$ cat config.mk
export PLATFORM = sky130hd
export DESIGN_NAME = lis3dh_spi_responder_flat
export DESIGN_NICKNAME = d
export VERILOG_FILES = /design/src/rtl/lis3dh_spi_responder_pkg.sv /design/src/rtl/lis3dh_spi_responder_if.sv /design/src/rtl/lis3dh_spi_responder_sync_edge.sv /design/src/rtl/lis3dh_spi_responder.sv /design/src/flat_wrapper.sv
export SDC_FILE = /design/constraint.sdc
export NUM_CORES = 1
export LEC_CHECK = 0
export ABC_AREA = 1
export BUFFER_PORTS_ARGS = -buffer_cell sky130_fd_sc_hd__buf_2
export CELL_PAD_IN_SITES_DETAIL_PLACEMENT = 1
export CELL_PAD_IN_SITES_GLOBAL_PLACEMENT = 1
export CORE_AREA = 2 2 190 192
export CTS_BUF_LIST = sky130_fd_sc_hd__clkbuf_8
export CTS_CLUSTER_DIAMETER = 150
export CTS_CLUSTER_SIZE = 28
export DETAILED_ROUTE_END_ITERATION = 12
export DIE_AREA = 0 0 192 194
export PLACE_DENSITY = 0.52
export RECOVER_POWER = 50
export SLEW_MARGIN = 25
export SYNTH_ARGS = -nofsm -noshare
export SYNTH_HDL_FRONTEND = slang
export SYNTH_SLANG_ARGS = --single-unit
$ cat constraint.sdc
create_clock -name clk -period 3.88 [get_ports clk]
set_input_delay 0.97 -clock clk [delete_from_list [all_inputs] [get_ports clk]]
set_output_delay 0.97 -clock clk [all_outputs]
set_load 0.02 [all_outputs]
$ cat src/rtl/lis3dh_spi_responder_pkg.sv
// Register map constants and FSM state type for the LIS3DH SPI responder.
package lis3dh_pkg;

    localparam logic [5:0] ADDR_WHO_AM_I  = 6'h0F;
    localparam logic [5:0] ADDR_CTRL_REG1 = 6'h20;
    localparam logic [5:0] ADDR_CTRL_REG2 = 6'h21;
    localparam logic [5:0] ADDR_CTRL_REG3 = 6'h22;
    localparam logic [5:0] ADDR_CTRL_REG4 = 6'h23;
    localparam logic [5:0] ADDR_CTRL_REG5 = 6'h24;
    localparam logic [5:0] ADDR_CTRL_REG6 = 6'h25;
    localparam logic [5:0] ADDR_STATUS    = 6'h27;
    localparam logic [5:0] ADDR_OUT_X_L   = 6'h28;
    localparam logic [5:0] ADDR_OUT_X_H   = 6'h29;
    localparam logic [5:0] ADDR_OUT_Y_L   = 6'h2A;
    localparam logic [5:0] ADDR_OUT_Y_H   = 6'h2B;
    localparam logic [5:0] ADDR_OUT_Z_L   = 6'h2C;
    localparam logic [5:0] ADDR_OUT_Z_H   = 6'h2D;

    localparam logic [7:0] WHO_AM_I_VAL   = 8'h33;
    localparam logic [7:0] CTRL_REG1_RST  = 8'h07;

    typedef enum logic [1:0] {
        IDLE = 2'd0,
        CMD  = 2'd1,
        DATA = 2'd2
    } spi_state_t;

endpackage

$ cat src/rtl/lis3dh_spi_responder_if.sv
// 4-wire SPI pin bundle between the accelerometer initiator and the responder.
interface lis3dh_spi_responder_if;
    logic spc;
    logic cs;
    logic sdi;
    logic sdo;

    modport master (output spc, output cs, output sdi, input sdo);
    modport slave  (input spc, input cs, input sdi, output sdo);
endinterface

$ cat src/rtl/lis3dh_spi_responder_sync_edge.sv
// Two-flop synchronizer with rise/fall strobes derived from the synchronized level.
module spi_sync_edge #(
    parameter logic RST_VAL = 1'b1
) (
    input  logic clk,
    input  logic reset_n,
    input  logic din,
    output logic level,
    output logic rise,
    output logic fall
);
    logic meta;
    logic sync;
    logic prev;

    // Synchronize the pin and keep one cycle of history for edge detection.
    always_ff @(posedge clk or negedge reset_n) begin
        if (!reset_n) begin
            meta <= RST_VAL;
            sync <= RST_VAL;
            prev <= RST_VAL;
        end else begin
            meta <= din;
            sync <= meta;
            prev <= sync;
        end
    end

    assign level = sync;
    assign rise  = sync & ~prev;
    assign fall  = ~sync & prev;
endmodule

$ cat src/rtl/lis3dh_spi_responder.sv
// LIS3DH SPI responder: SPI mode 3 slave with the sensor's register map.
//
// state | meaning
// IDLE  | cs high, waiting for a transaction
// CMD   | shifting in the command byte (RW, MS, address)
// DATA  | shifting data bytes; reads drive sdo, writes update registers
module lis3dh_spi_responder
    import lis3dh_pkg::*;
(
    input  logic                     clk,
    input  logic                     reset_n,
    lis3dh_spi_responder_if.slave    spi,
    input  logic [15:0]              x_in,
    input  logic [15:0]              y_in,
    input  logic [15:0]              z_in,
    input  logic                     sample_valid,
    output logic [7:0]               ctrl_reg1,
    output logic                     busy
);
    logic cs_s, cs_rise, cs_fall;
    logic spc_rise, spc_fall;
    logic sdi_meta, sdi_s;

    spi_state_t state, state_nxt;
    logic [2:0] bit_cnt;
    logic [6:0] shift_in;
    logic [7:0] rx_byte;
    logic       byte_done;
    logic       cmd_rw, cmd_ms;
    logic [5:0] addr, addr_nxt, rd_addr;
    logic [7:0] rd_data, shift_out;
    logic       sdo_q;
    logic       wr_en, rd_clear;

    logic [7:0]  ctrl [6];
    logic [15:0] out_x, out_y, out_z;
    logic        zyxda;
    logic        pend;
    logic [15:0] pend_x, pend_y, pend_z;

    // spc level is not needed; only its edges drive the shifters.
    spi_sync_edge #(.RST_VAL(1'b1)) u_spc_sync (
        .clk(clk), .reset_n(reset_n), .din(spi.spc),
        .level(), .rise(spc_rise), .fall(spc_fall)
    );

    spi_sync_edge #(.RST_VAL(1'b1)) u_cs_sync (
        .clk(clk), .reset_n(reset_n), .din(spi.cs),
        .level(cs_s), .rise(cs_rise), .fall(cs_fall)
    );

    // Plain two-flop synchronizer for sdi; aligned in latency with the spc strobes.
    always_ff @(posedge clk or negedge reset_n) begin
        if (!reset_n) begin
            sdi_meta <= 1'b0;
            sdi_s    <= 1'b0;
        end else begin
            sdi_meta <= spi.sdi;
            sdi_s    <= sdi_meta;
        end
    end

    assign busy      = ~cs_s;
    assign rx_byte   = {shift_in, sdi_s};
    assign byte_done = spc_rise && (bit_cnt == 3'd7) && (state != IDLE);
    assign addr_nxt  = cmd_ms ? addr + 6'd1 : addr;
    assign rd_addr   = (state == CMD) ? rx_byte[5:0] : addr_nxt;
    assign wr_en     = byte_done && (state == DATA) && !cmd_rw &&
                       (addr >= ADDR_CTRL_REG1) && (addr <= ADDR_CTRL_REG6);
    assign rd_clear  = byte_done && (state == DATA) && cmd_rw && (addr == ADDR_OUT_Z_H);

    // Register read mux for the byte about to be loaded into the output shifter.
    always_comb begin
        rd_data = 8'h00;
        case (rd_addr)
            ADDR_WHO_AM_I:  rd_data = WHO_AM_I_VAL;
            ADDR_CTRL_REG1: rd_data = ctrl[0];
            ADDR_CTRL_REG2: rd_data = ctrl[1];
            ADDR_CTRL_REG3: rd_data = ctrl[2];
            ADDR_CTRL_REG4: rd_data = ctrl[3];
            ADDR_CTRL_REG5: rd_data = ctrl[4];
            ADDR_CTRL_REG6: rd_data = ctrl[5];
            ADDR_STATUS:    rd_data = {4'b0000, zyxda, 3'b000};
            ADDR_OUT_X_L:   rd_data = out_x[7:0];
            ADDR_OUT_X_H:   rd_data = out_x[15:8];
            ADDR_OUT_Y_L:   rd_data = out_y[7:0];
            ADDR_OUT_Y_H:   rd_data = out_y[15:8];
            ADDR_OUT_Z_L:   rd_data = out_z[7:0];
            ADDR_OUT_Z_H:   rd_data = out_z[15:8];
            default:        rd_data = 8'h00;
        endcase
    end

    // FSM state register.
    always_ff @(posedge clk or negedge reset_n) begin
        if (!reset_n) state <= IDLE;
        else          state <= state_nxt;
    end

    // FSM next state; a cs rise always returns to IDLE, dropping any partial byte.
    always_comb begin
        state_nxt = state;
        if (cs_rise) begin
            state_nxt = IDLE;
        end else begin
            case (state)
                IDLE:    if (cs_fall)   state_nxt = CMD;
                CMD:     if (byte_done) state_nxt = DATA;
                DATA:    state_nxt = DATA;
                default: state_nxt = IDLE;
            endcase
        end
    end

    // Bit shifting, command latch, address stepping and sdo generation.
    always_ff @(posedge clk or negedge reset_n) begin
        if (!reset_n) begin
            bit_cnt   <= 3'd0;
            shift_in  <= 7'd0;
            cmd_rw    <= 1'b0;
            cmd_ms    <= 1'b0;
            addr      <= 6'd0;
            shift_out <= 8'hFF;
            sdo_q     <= 1'b1;
        end else begin
            if (cs_fall) begin
                bit_cnt <= 3'd0;
            end else if (spc_rise && state != IDLE) begin
                bit_cnt  <= bit_cnt + 3'd1;
                shift_in <= {shift_in[5:0], sdi_s};
            end

            if (byte_done && state == CMD) begin
                cmd_rw    <= rx_byte[7];
                cmd_ms    <= rx_byte[6];
                addr      <= rx_byte[5:0];
                shift_out <= rd_data;
            end else if (byte_done && state == DATA) begin
                addr      <= addr_nxt;
                shift_out <= rd_data;
            end

            if (cs_rise || state == IDLE) begin
                sdo_q <= 1'b1;
            end else if (spc_fall && state == DATA) begin
                if (cmd_rw) begin
                    sdo_q     <= shift_out[7];
                    shift_out <= {shift_out[6:0], 1'b1};
                end else begin
                    sdo_q <= 1'b1;
                end
            end
        end
    end

    // Register file: control writes, ZYXDA bookkeeping and sample capture deferred while busy.
    always_ff @(posedge clk or negedge reset_n) begin
        if (!reset_n) begin
            ctrl[0] <= CTRL_REG1_RST;
            for (int i = 1; i < 6; i++) ctrl[i] <= 8'h00;
            out_x  <= 16'h0000;
            out_y  <= 16'h0000;
            out_z  <= 16'h0000;
            zyxda  <= 1'b0;
            pend   <= 1'b0;
            pend_x <= 16'h0000;
            pend_y <= 16'h0000;
            pend_z <= 16'h0000;
        end else begin
            for (int i = 0; i < 6; i++) begin
                if (wr_en && addr[2:0] == i[2:0]) ctrl[i] <= rx_byte;
            end

            if (rd_clear) zyxda <= 1'b0;

            if (!busy) begin
                if (sample_valid) begin
                    out_x <= x_in;
                    out_y <= y_in;
                    out_z <= z_in;
                    zyxda <= 1'b1;
                    pend  <= 1'b0;
                end else if (pend) begin
                    out_x <= pend_x;
                    out_y <= pend_y;
                    out_z <= pend_z;
                    zyxda <= 1'b1;
                    pend  <= 1'b0;
                end
            end else if (sample_valid) begin
                pend   <= 1'b1;
                pend_x <= x_in;
                pend_y <= y_in;
                pend_z <= z_in;
            end
        end
    end

    assign ctrl_reg1 = ctrl[0];
    assign spi.sdo   = sdo_q;
endmodule
$ cat src/flat_wrapper.sv
// flat-port wrapper written by rule: the top's interface ports become plain ports
module lis3dh_spi_responder_flat import lis3dh_pkg::*;
  (clk, reset_n, x_in, y_in, z_in, sample_valid, ctrl_reg1, busy, spi_spc, spi_cs, spi_sdi, spi_sdo);
  lis3dh_spi_responder_if spi_i ();
  input  logic clk;
  input  logic reset_n;
  input  logic [15:0] x_in;
  input  logic [15:0] y_in;
  input  logic [15:0] z_in;
  input  logic sample_valid;
  output logic [7:0] ctrl_reg1;
  output logic busy;
  input wire logic [$bits(spi_i.spc)-1:0] spi_spc;
  input wire logic [$bits(spi_i.cs)-1:0] spi_cs;
  input wire logic [$bits(spi_i.sdi)-1:0] spi_sdi;
  output wire logic [$bits(spi_i.sdo)-1:0] spi_sdo;
  assign spi_i.spc = spi_spc;
  assign spi_i.cs = spi_cs;
  assign spi_i.sdi = spi_sdi;
  assign spi_sdo = spi_i.sdo;
  lis3dh_spi_responder u_core (.clk(clk), .reset_n(reset_n), .spi(spi_i), .x_in(x_in), .y_in(y_in), .z_in(z_in), .sample_valid(sample_valid), .ctrl_reg1(ctrl_reg1), .busy(busy));
endmodule
==> flow_summary.ini, run 1 <==
[cts]
post_cts_buffers = 0
cts_buffer_depth = 2
clk_pin_slew_worst_paths_ns = 0.11
clock_latency_ns = 0.51
tritoncts = built
htree_levels = 4
cts_buffers = 17
cts_hold_buf = 0
cts-resized-gates = 0
root_buffer = clkbuf_8
cts_sinks = 183

[global_route]
grt_first_pass_wirelength_microns = 43400
overflow = 0
antenna_found_initial = 0
grt_pass1_vias = 7265
track_usage_pct = 15.3
grt_max_degree = 92

[synth]
syn-num-nets = 1097
ys_types = 29
synthFlopType = dfrtp_1
synthCells = 1033
synth_top_area_cell = dfrtp_1
ys_seq_area_share_pct = 53.0
synth_top_area_share_pct = 47.5
synth_edf_count = 0
synth_async_sr_flop_share_pct = 100
synth-seq-cells = 183
avgSynthCellArea_sq_um = 8.41
synth_warnings = 0
synth_area_leaders = dfrtp_1 (48%), nand2_1 (15%), mux2_2 (6.2%)
netlist_area_sq_um = 8680

[routing]
wl_per_cell_microns = 17.3
via_count = 6996
drt-initial-drc-count = 389
routed_wl_microns = 27000
first_pass_iters = 5
vias_per_cell = 4.49
route.detailed.drc = 0
drtAntennaViolNets = 0

[run_status]
status = finished with violations
violations = max-capacitance violations, max-slew violations

[floorplan]
coreArea_sq_um = 35200
die_x_microns = 192
start_util_pct = 24.7
dieArea_sq_um = 37200
die_h_microns = 194
rows = 69
io_pins = 64

[timing]
hold_viol = 0
skew_ns = 0.0215
slew_headroom_pct = -27.6
setup_viol = 0
tns_ns = 0
maxSlewViolCount = 74
period_needed_ns = 3.31
fin_crit_sh_pct = 85.3
fmax_mhz = 302
tightest_slew_ns = 1.91
rsz0062_at_grt = false

[final_layout]
antenna_cells = 0
drive_above_1_share_pct = 16.1
final_cell_count_no_fill = 1558
fin_nets = 1148
seqCellArea_sq_um = 4600
fillCellCount = 4230
multiInputGateArea_sq_um = 3660
syn2layout_area_growth_pct = 13.7

[setup_path]
cp.required_ns = 4.32
worstReg2RegEnd = u_core.shift_out[4]$_DFF_PN1_
arrival_ns = 3.75
r2r_cells = 14
critPathCapture = u_core.shift_out[4]$_DFF_PN1_
worstSetupStartpoint = u_core.state[1]$_DFFE_PN0P_
startpoint_type = flip-flop
worstSetupEndpointType = flip-flop
cp_max_fo = 12
path_class = flip-flop to flip-flop
r2r-start = u_core.state[1]$_DFFE_PN0P_
reg2reg_slack_ns = 0.57

[power_and_ir_drop]
power_leakage_nw = 4.55
ir_drop_mv = 0.184
p_per_area_nw_per_um2 = 446

[flow_run]
maxCapViolations = 1

[placed_design]
place_inst = 1526
port_buffers = 63
gp_congestion = 0.816
hpwlAfterDp_microns = 19400

[worst_hold_path]
hold_path_class = flip-flop to flip-flop
## routing by layer
metal / global-route usage (%) / vias to the layer above / part of all wire, %
met3: 2.73 / 18 / 2.7
met4: 3.73 / 0 / 1.2
met5: 0 / - / 0
li1: - / 3461 / -
met1: 23.1 / 3434 / 52
met2: 22.7 / 83 / 44
## stage by stage
stage	util, %	instance area (sq um)	hold WS (ns)	power [mW]	setup slack (ns)
global placement	27.0	9520	0.337	3.10	0.599
CTS	28.1	9910	0.365	4.50	0.486
finish	28.0	9880	0.369	4.41	0.569
global route	28.0	9880	0.375	4.69	0.117
floorplan	-	8680	0.331	2.76	1.50
detailed placement	27.0	9520	0.342	3.12	0.526
## cell usage in the layout (no fill, tap or decap), drive strengths merged
cell type	synthesis	routed
nand2	357	357
dfrtp	165	165
nor2	119	119
buf	18	72
nand3	66	66
o21ai	64	64
inv	55	64
mux2	48	48
a31oi	48	48
clkbuf	28	23
a21oi	21	21
dfstp	18	18
ha	10	10
clkinv	2	5
o221ai	4	4
nand4	3	3
nor3	2	2
clkinvlp	0	2
o21bai	1	1
a2111oi	1	1
a22oi	1	1
o211ai	1	1
nand3b	1	1
bufinv	0	1
## cell usage after synthesis, types with 18 or more instances
cell type / count
nand2_1: 357
a31oi_1: 48
dfstp_2: 18
dfrtp_1: 165
clkbuf_1: 27
inv_1: 55
a21oi_1: 20
o21ai_0: 63
nor2_1: 115
mux2_2: 48
nand3_1: 66
## how the worst min path moves through the flow
stage / cells after the start / slack (ns) / to / startpoint
2_1_floorplan: 0 / 0.33 / u_core.sdi_s$_DFF_PN0_ / u_core.sdi_meta$_DFF_PN0_
3_3_place_gp: 0 / 0.34 / u_core.sdi_s$_DFF_PN0_ / u_core.sdi_meta$_DFF_PN0_
3_5_place_dp: 0 / 0.34 / u_core.sdi_s$_DFF_PN0_ / u_core.sdi_meta$_DFF_PN0_
4_1_cts: 0 / 0.36 / u_core.u_cs_sync.level$_DFF_PN1_ / u_core.u_cs_sync.meta$_DFF_PN1_
5_1_grt: 0 / 0.38 / u_core.u_spc_sync.level$_DFF_PN1_ / u_core.u_spc_sync.meta$_DFF_PN1_
6_report: 0 / 0.37 / u_core.u_cs_sync.level$_DFF_PN1_ / u_core.u_cs_sync.meta$_DFF_PN1_
## area by class of cell
type,instances,area share (%)
flip-flops and latches,183,46.6
multi-input cells,747,37.1
well taps,461,5.84
repair buffers,78,4.31
clock buffers,17,2.37
inverters,57,2.17
clock inverters,15,1.63
## sequential cells by signal (all words and copies together), names as in the netlist, 6 cells and up
| register | count |
|---|---|
| u_core.out_x | 16 |
| u_core.pend_x | 16 |
| u_core.pend_y | 16 |
| u_core.out_y | 16 |
| u_core.addr | 6 |
| u_core.pend_z | 16 |
| u_core.ctrl | 40 |
| u_core.out_z | 16 |
| u_core.shift_in | 7 |
| u_core.ctrl_reg1 | 8 |
| u_core.shift_out | 8 |
## critical path, cell delays in order, from the launching register on
cell	delay [ns]
dfrtp_1	0.40
inv_1	0.09
ha_1	0.36
clkinv_1	0.33
nand3_1	0.21
nand2_1	0.13
inv_1	0.08
nand2_1	0.23
nor2_1	0.68
nor2_1	0.12
nand3_1	0.13
nor2_1	0.07
nor2_4	0.20
nand2_1	0.09
a21oi_1	0.14
## report_power, final
group	internal, mW	leakage [nW]	switching, mW
Sequential	2.12	2.23	0.149
Clock	0.537	0.201	0.815
Combinational	0.249	2.12	0.536
Total	2.91	4.55	1.50
## cell families (layout without fill, tap and decap cells)
| group | Yosys count | after routing | synth area share, % |
|---|---|---|---|
| buffers and inverters | 103 | 167 | 5.00 |
| AO/OA/AOI/OAI | 141 | 141 | 9.38 |
| adder cells (fa/ha/maj) | 10 | 10 | 1.44 |
| AND/OR/NAND/NOR | 548 | 548 | 25.0 |
| flip-flops | 183 | 183 | 53.0 |
| multiplexers | 48 | 48 | 6.22 |
Power figures use the tool's default switching activity.
==> run 2, diff against run 1 <==
--- a/config.mk
+++ b/config.mk
@@ -6,7 +6,7 @@
 export NUM_CORES = 1
 export LEC_CHECK = 0
 export ABC_AREA = 1
-export BUFFER_PORTS_ARGS = -buffer_cell sky130_fd_sc_hd__buf_2
+export BUFFER_PORTS_ARGS = -buffer_cell sky130_fd_sc_hd__buf_4
 export CELL_PAD_IN_SITES_DETAIL_PLACEMENT = 1
 export CELL_PAD_IN_SITES_GLOBAL_PLACEMENT = 1
 export CORE_AREA = 2 2 190 192
==> run 2 against run 1 <==
The flow still finishes with violations (max-capacitance violations, max-slew violations). Clock skew shrank 0.00051 ns. Non-clock buffer count grew 1. Sequential power about the same. Register-to-register slack lost 0.08 ns. Global-route usage is essentially flat. Die area unchanged. Power increased by 0.96%. Critical endpoint is now u_core.shift_out[6]$_DFF_PN1_. Largest cell class unchanged.
==> flow_summary.ini, run 2 (synthesis results as in run 1) <==
[run_status]
status = finished with violations
violations = max-capacitance violations, max-slew violations

[final_layout]
largest_reg_flops = 40
top_register = u_core.ctrl
antenna_cells = 0
drive_above_1_share_pct = 16.6
syn2layout_area_growth_pct = 16.0
fillCellCount = 4215
final_common_cell = nand2_1
layout_common_cells = nand2_1 (356), dfrtp_1 (165), nor2_1 (115), buf_4 (72), nand3_1 (66)
fin_nets = 1149

[timing]
slew_headroom_pct = -83.3
setup_viol = 0
skew_ns = 0.0210
fmax_mhz = 295
tns_ns = 0
hold_viol = 0
fin_crit_sh_pct = 87.4
rsz0062_at_grt = false
period_needed_ns = 3.39
maxSlewViolCount = 58
tightest_slew_ns = 2.75
worst_hold_slack_ns = 0.366

[cts]
cts_buffer_depth = 2
cts_hold_buf = 0
htree_levels = 4
cts_buffers = 17
clk_pin_slew_worst_paths_ns = 0.11
cts-resized-gates = 0
root_buffer = clkbuf_8
post_cts_buffers = 0
cts_sinks = 183
tritoncts = built
clock_latency_ns = 0.50

[setup_path]
slowest_delay_ns = 0.67
arrival_ns = 3.83
worstSetupEndpointType = flip-flop
critical_path.top_delay_family = simple AND/OR/NAND/NOR gates
critical_path_buf_inv_count = 3
path_class = flip-flop to flip-flop
slowest_stage = nor2_1
startpoint_type = flip-flop
reg2reg_slack_ns = 0.49
path_cells = inv_1 > ha_1 > clkinv_1 > nand3_1 > nand2_1 > inv_1 > nand2_1 > nor2_1 > nor2_1 > nand3_1 > nor2_1 > nor2_4 > nand2_1 > a21oi_1
cp_max_fo = 12
cp.required_ns = 4.32

[routing]
wl_per_cell_microns = 17.3
routed_wl_microns = 26900
first_pass_iters = 5
route.detailed.drc = 0
drtAntennaViolNets = 0
via_count = 7074
drt-initial-drc-count = 359
vias_per_cell = 4.54

[flow_run]
maxCapViolations = 1

[global_route]
grt_max_degree = 69
grt_first_pass_wirelength_microns = 43600
track_usage_pct = 15.3
grt_pass1_vias = 7271
overflow = 0
antenna_found_initial = 0

[floorplan]
die_h_microns = 194
coreArea_sq_um = 35200
start_util_pct = 24.7
die_x_microns = 192
io_pins = 64
dieArea_sq_um = 37200
rows = 69

[power_and_ir_drop]
power_leakage_nw = 4.61
p_per_area_nw_per_um2 = 442
ir_drop_mv = 0.205

[placed_design]
gp_congestion = 0.824
port_buffers = 63
hpwlAfterDp_microns = 19600

[worst_hold_path]
hold_path_class = flip-flop to flip-flop
[run 2: cell type report]
cell class / instances / area [sq um] / area share, %
flip-flops and latches: 183 / 4600 / 45.7
clock inverters: 14 / 156 / 1.55
repair buffers: 79 / 616 / 6.11
multi-input cells: 747 / 3660 / 36.4
clock buffers: 18 / 248 / 2.46
well taps: 461 / 577 / 5.73
inverters: 57 / 214 / 2.12
[run 2: worst paths after layout]
path | start | to | depth (start not counted)
worst min register to register | u_core.sdi_meta$_DFF_PN0_ | u_core.sdi_s$_DFF_PN0_ | 0
worst min-delay path | u_core.sdi_meta$_DFF_PN0_ | u_core.sdi_s$_DFF_PN0_ | 0
worst max register to register | u_core.state[1]$_DFFE_PN0P_ | u_core.shift_out[6]$_DFF_PN1_ | 14
min in group asynchronous | reset_n | u_core.pend_y[14]$_DFFE_PN0P_ | 1
max in group asynchronous | reset_n | u_core.out_x[7]$_DFFE_PN0P_ | 2
worst max-delay path | u_core.state[1]$_DFFE_PN0P_ | u_core.shift_out[6]$_DFF_PN1_ | 14
[run 2: through the flow]
stage	cell area [sq um]	utilization (%)	setup slack [ns]	power, mW	std cells
2_1_floorplan	8680	-	1.50	2.76	1033
3_3_place_gp	9690	27.5	0.432	3.13	1527
3_5_place_dp	9690	27.5	0.429	3.15	1527
4_1_cts	10100	28.7	0.411	4.54	1559
5_1_grt	10100	28.6	0.0282	4.74	1559
6_report	10100	28.6	0.488	4.45	1559
[run 2: metal layers]
| metal | part of all wire (%) | GRT usage, % | routed length [microns] |
|---|---|---|---|
| met4 | 1.5 | 4.10 | 391 |
| met5 | 0 | 0 | 0 |
| met2 | 44 | 22.9 | 11800 |
| met1 | 52 | 22.9 | 14000 |
| met3 | 2.7 | 2.32 | 732 |
[run 2: where the power goes]
part           leakage [nW]  internal (mW)  switching [mW]
registers              2.23           2.12           0.148
logic                  2.19          0.274           0.541
clock network         0.193          0.553           0.813
[run 2: worst reg2reg max path, delay by kind of cell (launching register included)]
kind                     cells  cell delay (ns)
AND/OR/NAND/NOR              9             1.90
AO/OA/AOI/OAI                1             0.14
flip-flops                   1             0.40
buffers and inverters        3             0.53
adder cells (fa/ha/maj)      1             0.38
==> run 3, diff against run 2 <==
--- a/config.mk
+++ b/config.mk
@@ -9,15 +9,16 @@
 export BUFFER_PORTS_ARGS = -buffer_cell sky130_fd_sc_hd__buf_4
 export CELL_PAD_IN_SITES_DETAIL_PLACEMENT = 1
 export CELL_PAD_IN_SITES_GLOBAL_PLACEMENT = 1
-export CORE_AREA = 2 2 190 192
+export CORE_AREA = 2 2 191 193
 export CTS_BUF_LIST = sky130_fd_sc_hd__clkbuf_8
 export CTS_CLUSTER_DIAMETER = 150
 export CTS_CLUSTER_SIZE = 28
 export DETAILED_ROUTE_END_ITERATION = 12
-export DIE_AREA = 0 0 192 194
+export DIE_AREA = 0 0 193 195
 export PLACE_DENSITY = 0.52
 export RECOVER_POWER = 50
 export SLEW_MARGIN = 25
 export SYNTH_ARGS = -nofsm -noshare
 export SYNTH_HDL_FRONTEND = slang
+export SYNTH_HIERARCHICAL = 1
 export SYNTH_SLANG_ARGS = --single-unit
==> constraint.sdc (replaced) <==
create_clock -name clk -period 3.45 [get_ports clk]
set_input_delay 0.8625 -clock clk [delete_from_list [all_inputs] [get_ports clk]]
set_output_delay 0.8625 -clock clk [all_outputs]
set_load 0.02 [all_outputs]
==> run 3 against run 2 <==
The flow still finishes with violations (max-capacitance violations, max-slew violations). Via count up 2.0%. Design area up 1.1%. Largest cell class unchanged. Critical endpoint is now u_core/shift_out[2]$_DFF_PN1_. Synthesized area up 1.2%. First-iteration DRC count up 7.5%.
==> flow_summary.ini, run 3 <==
[timing]
skew_ns = 0.0209
fin_crit_sh_pct = 85.5
rsz0062_at_grt = false
worst_slack_ns = 0.499
slew_headroom_pct = -7.50
maxSlewViolCount = 60
setup_viol = 0
tightest_slew_ns = 1.61
fmax_mhz = 339
period_needed_ns = 2.95
worst_hold_slack_ns = 0.359
tns_ns = 0
hold_viol = 0

[synth]
synthSimpleGateAreaFrac_pct = 23.7
syn-num-nets = 1116
synth_edf_count = 0
synthAdderAreaFrac_pct = 1.42
synth-seq-cells = 183
synth_top_family_by_area = simple AND/OR/NAND/NOR gates
netlist_area_sq_um = 8780
synthCells = 1052
ys_types = 35
synth_top_area_cell = dfrtp_1
avgSynthCellArea_sq_um = 8.35
synth_xor_area_share_pct = 0
synthMuxAreaShare_pct = 5.00
synth_most_common_cell = nand2_1
synth_warnings = 6
synth_async_sr_flop_share_pct = 100
synth_compound_area_share_pct = 11.5
synthFlopType = dfrtp_1
yosys-top-cells-count = nand2_1 (345), dfrtp_1 (165), nor2_1 (103), inv_1 (77), nand3_1 (52)
ys_seq_area_share_pct = 52.4
synth_area_leaders = dfrtp_1 (47%), nand2_1 (15%), dfstp_2 (5.4%)
synth_top_area_share_pct = 47.0

[power_and_ir_drop]
p_switching_mw = 1.69
power_frac_seq_pct = 51.1
clkPwrFrac_pct = 30.3
p_per_area_nw_per_um2 = 486
switching_share_pct = 34.2
power_leakage_nw = 4.62
ir_drop_mv = 0.202
combPwrFrac_pct = 18.6
internal-power_mw = 3.25

[floorplan]
rows = 69
start_util_pct = 24.8
die_h_microns = 195
die_x_microns = 193
dieArea_sq_um = 37600
coreArea_sq_um = 35400
io_pins = 64

[final_layout]
top_register = u_core/ctrl
seqCellArea_sq_um = 4600
fin_nets = 1170
multiInputGateArea_sq_um = 3670
final_cell_count_no_fill = 1580
drive_above_1_share_pct = 16.8
fin_util_pct = 28.8
antenna_cells = 0
final_common_cell = nand2_1
largest_reg_flops = 40
layout_common_cells = nand2_1 (344), dfrtp_1 (165), nor2_1 (103), inv_1 (77), buf_4 (73)
fillCellCount = 4239
syn2layout_area_growth_pct = 16.0

[setup_path]
worstSetupStartpoint = u_core/addr[0]$_DFFE_PN0P_
cp_max_fo = 8
startpoint_type = flip-flop
worstSetupEndpointType = flip-flop
cp.required_ns = 3.86
path_class = flip-flop to flip-flop
r2r-start = u_core/addr[0]$_DFFE_PN0P_
arrival_ns = 3.37

[cts]
clock_latency_ns = 0.49
cts_hold_buf = 0
cts-resized-gates = 0
cts_sinks = 183
root_buffer = clkbuf_8
post_cts_buffers = 0
tritoncts = built
clk_pin_slew_worst_paths_ns = 0.12
cts_buffers = 17
cts_buffer_depth = 2
htree_levels = 4

[routing]
routed_wl_microns = 27200
via_count = 7212
drt-initial-drc-count = 386
first_pass_iters = 5
vias_per_cell = 4.56
drtAntennaViolNets = 0
wl_per_cell_microns = 17.2
route.detailed.drc = 0

[global_route]
antenna_found_initial = 0
grt_pass1_vias = 7491
grt_use_met2_pct = 23.9
grt_first_pass_wirelength_microns = 43900
grt.met3_usage_pct = 1.99
busiest_layer = met2
grt_max_degree = 98
overflow = 0
grt_util_met1_pct = 22.0
track_usage_pct = 15.3

[run_status]
violations = max-capacitance violations, max-slew violations
status = finished with violations

[worst_hold_path]
min_from = u_core/sdi_meta$_DFF_PN0_
hold_path_class = flip-flop to flip-flop

[placed_design]
place_inst = 1548
pre_cts_ws_ns = 0.553
gp_congestion = 0.809
port_buffers = 63
hpwlAfterDp_microns = 19300

[flow_run]
maxCapViolations = 1
run 3: stage by stage:
stage | area [sq um] | power [mW]
after floorplan | 8780 | 3.10
final | 10200 | 4.95
after global placement | 9810 | 3.49
after detailed placement | 9810 | 3.51
after CTS | 10200 | 5.05
after global routing | 10200 | 5.26
run 3: path summary, 6_finish.rpt:
| path | to | slack [ns] | depth (start not counted) |
|---|---|---|---|
| worst max-delay path | u_core/shift_out[2]$_DFF_PN1_ | 0.50 | 16 |
| worst min-delay path | u_core/sdi_s$_DFF_PN0_ | 0.36 | 0 |
| worst max register to register | u_core/shift_out[2]$_DFF_PN1_ | 0.50 | 16 |
| worst min register to register | u_core/sdi_s$_DFF_PN0_ | 0.36 | 0 |
| max in group asynchronous | u_core/out_z[3]$_DFFE_PN0P_ | 0.83 | 2 |
| min in group asynchronous | u_core/sdi_s$_DFF_PN0_ | 0.75 | 1 |
run 3: critical path, cell delays in order, from the launching register on:
cell and delay, ns:
dfrtp_1 0.46, ha_1 0.25, ha_1 0.27, nand2_1 0.04, o21ai_0 0.15, nand2_1 0.11
o21ai_2 0.16, nand3_1 0.22, inv_1 0.14, nand2_1 0.08, nor2_2 0.38, nand2_1 0.15
o21ai_0 0.11, nor2_1 0.06, nand3_1 0.08, nand2_1 0.06, a21oi_1 0.13
run 3: area by class of cell:
| type | instances | share of cell area, % |
|---|---|---|
| sequential | 183 | 45.2 |
| multi-input combinational | 743 | 36.0 |
| timing repair buffer | 81 | 6.31 |
| tap | 461 | 5.66 |
| inverter | 80 | 2.95 |
| clock buffer | 19 | 2.57 |
| clock inverter | 13 | 1.30 |
run 3: logic make-up after synthesis:
group	Yosys count
adders and majority gates	10
AOI/OAI and AO/OA	176
muxes	39
DFF	183
and+or+nand+nor	518
buffers and inverters	126
run 3: power by group through the flow:
| stage | clock (mW) | combinational, mW | sequential, mW |
|---|---|---|---|
| 2_1_floorplan | 0 | 0.589 | 2.51 |
| 3_3_place_gp | 0 | 0.924 | 2.56 |
| 3_5_place_dp | 0 | 0.940 | 2.57 |
| 4_1_cts | 1.58 | 0.941 | 2.53 |
| 5_1_grt | 1.65 | 1.05 | 2.56 |
| 6_report | 1.50 | 0.921 | 2.53 |
run 3: routing by layer:
metal	part of all wire, %	up-vias
met1	50	3584
met4	1.7	0
li1	-	3525
met3	2.4	20
met5	0	-
met2	46	83
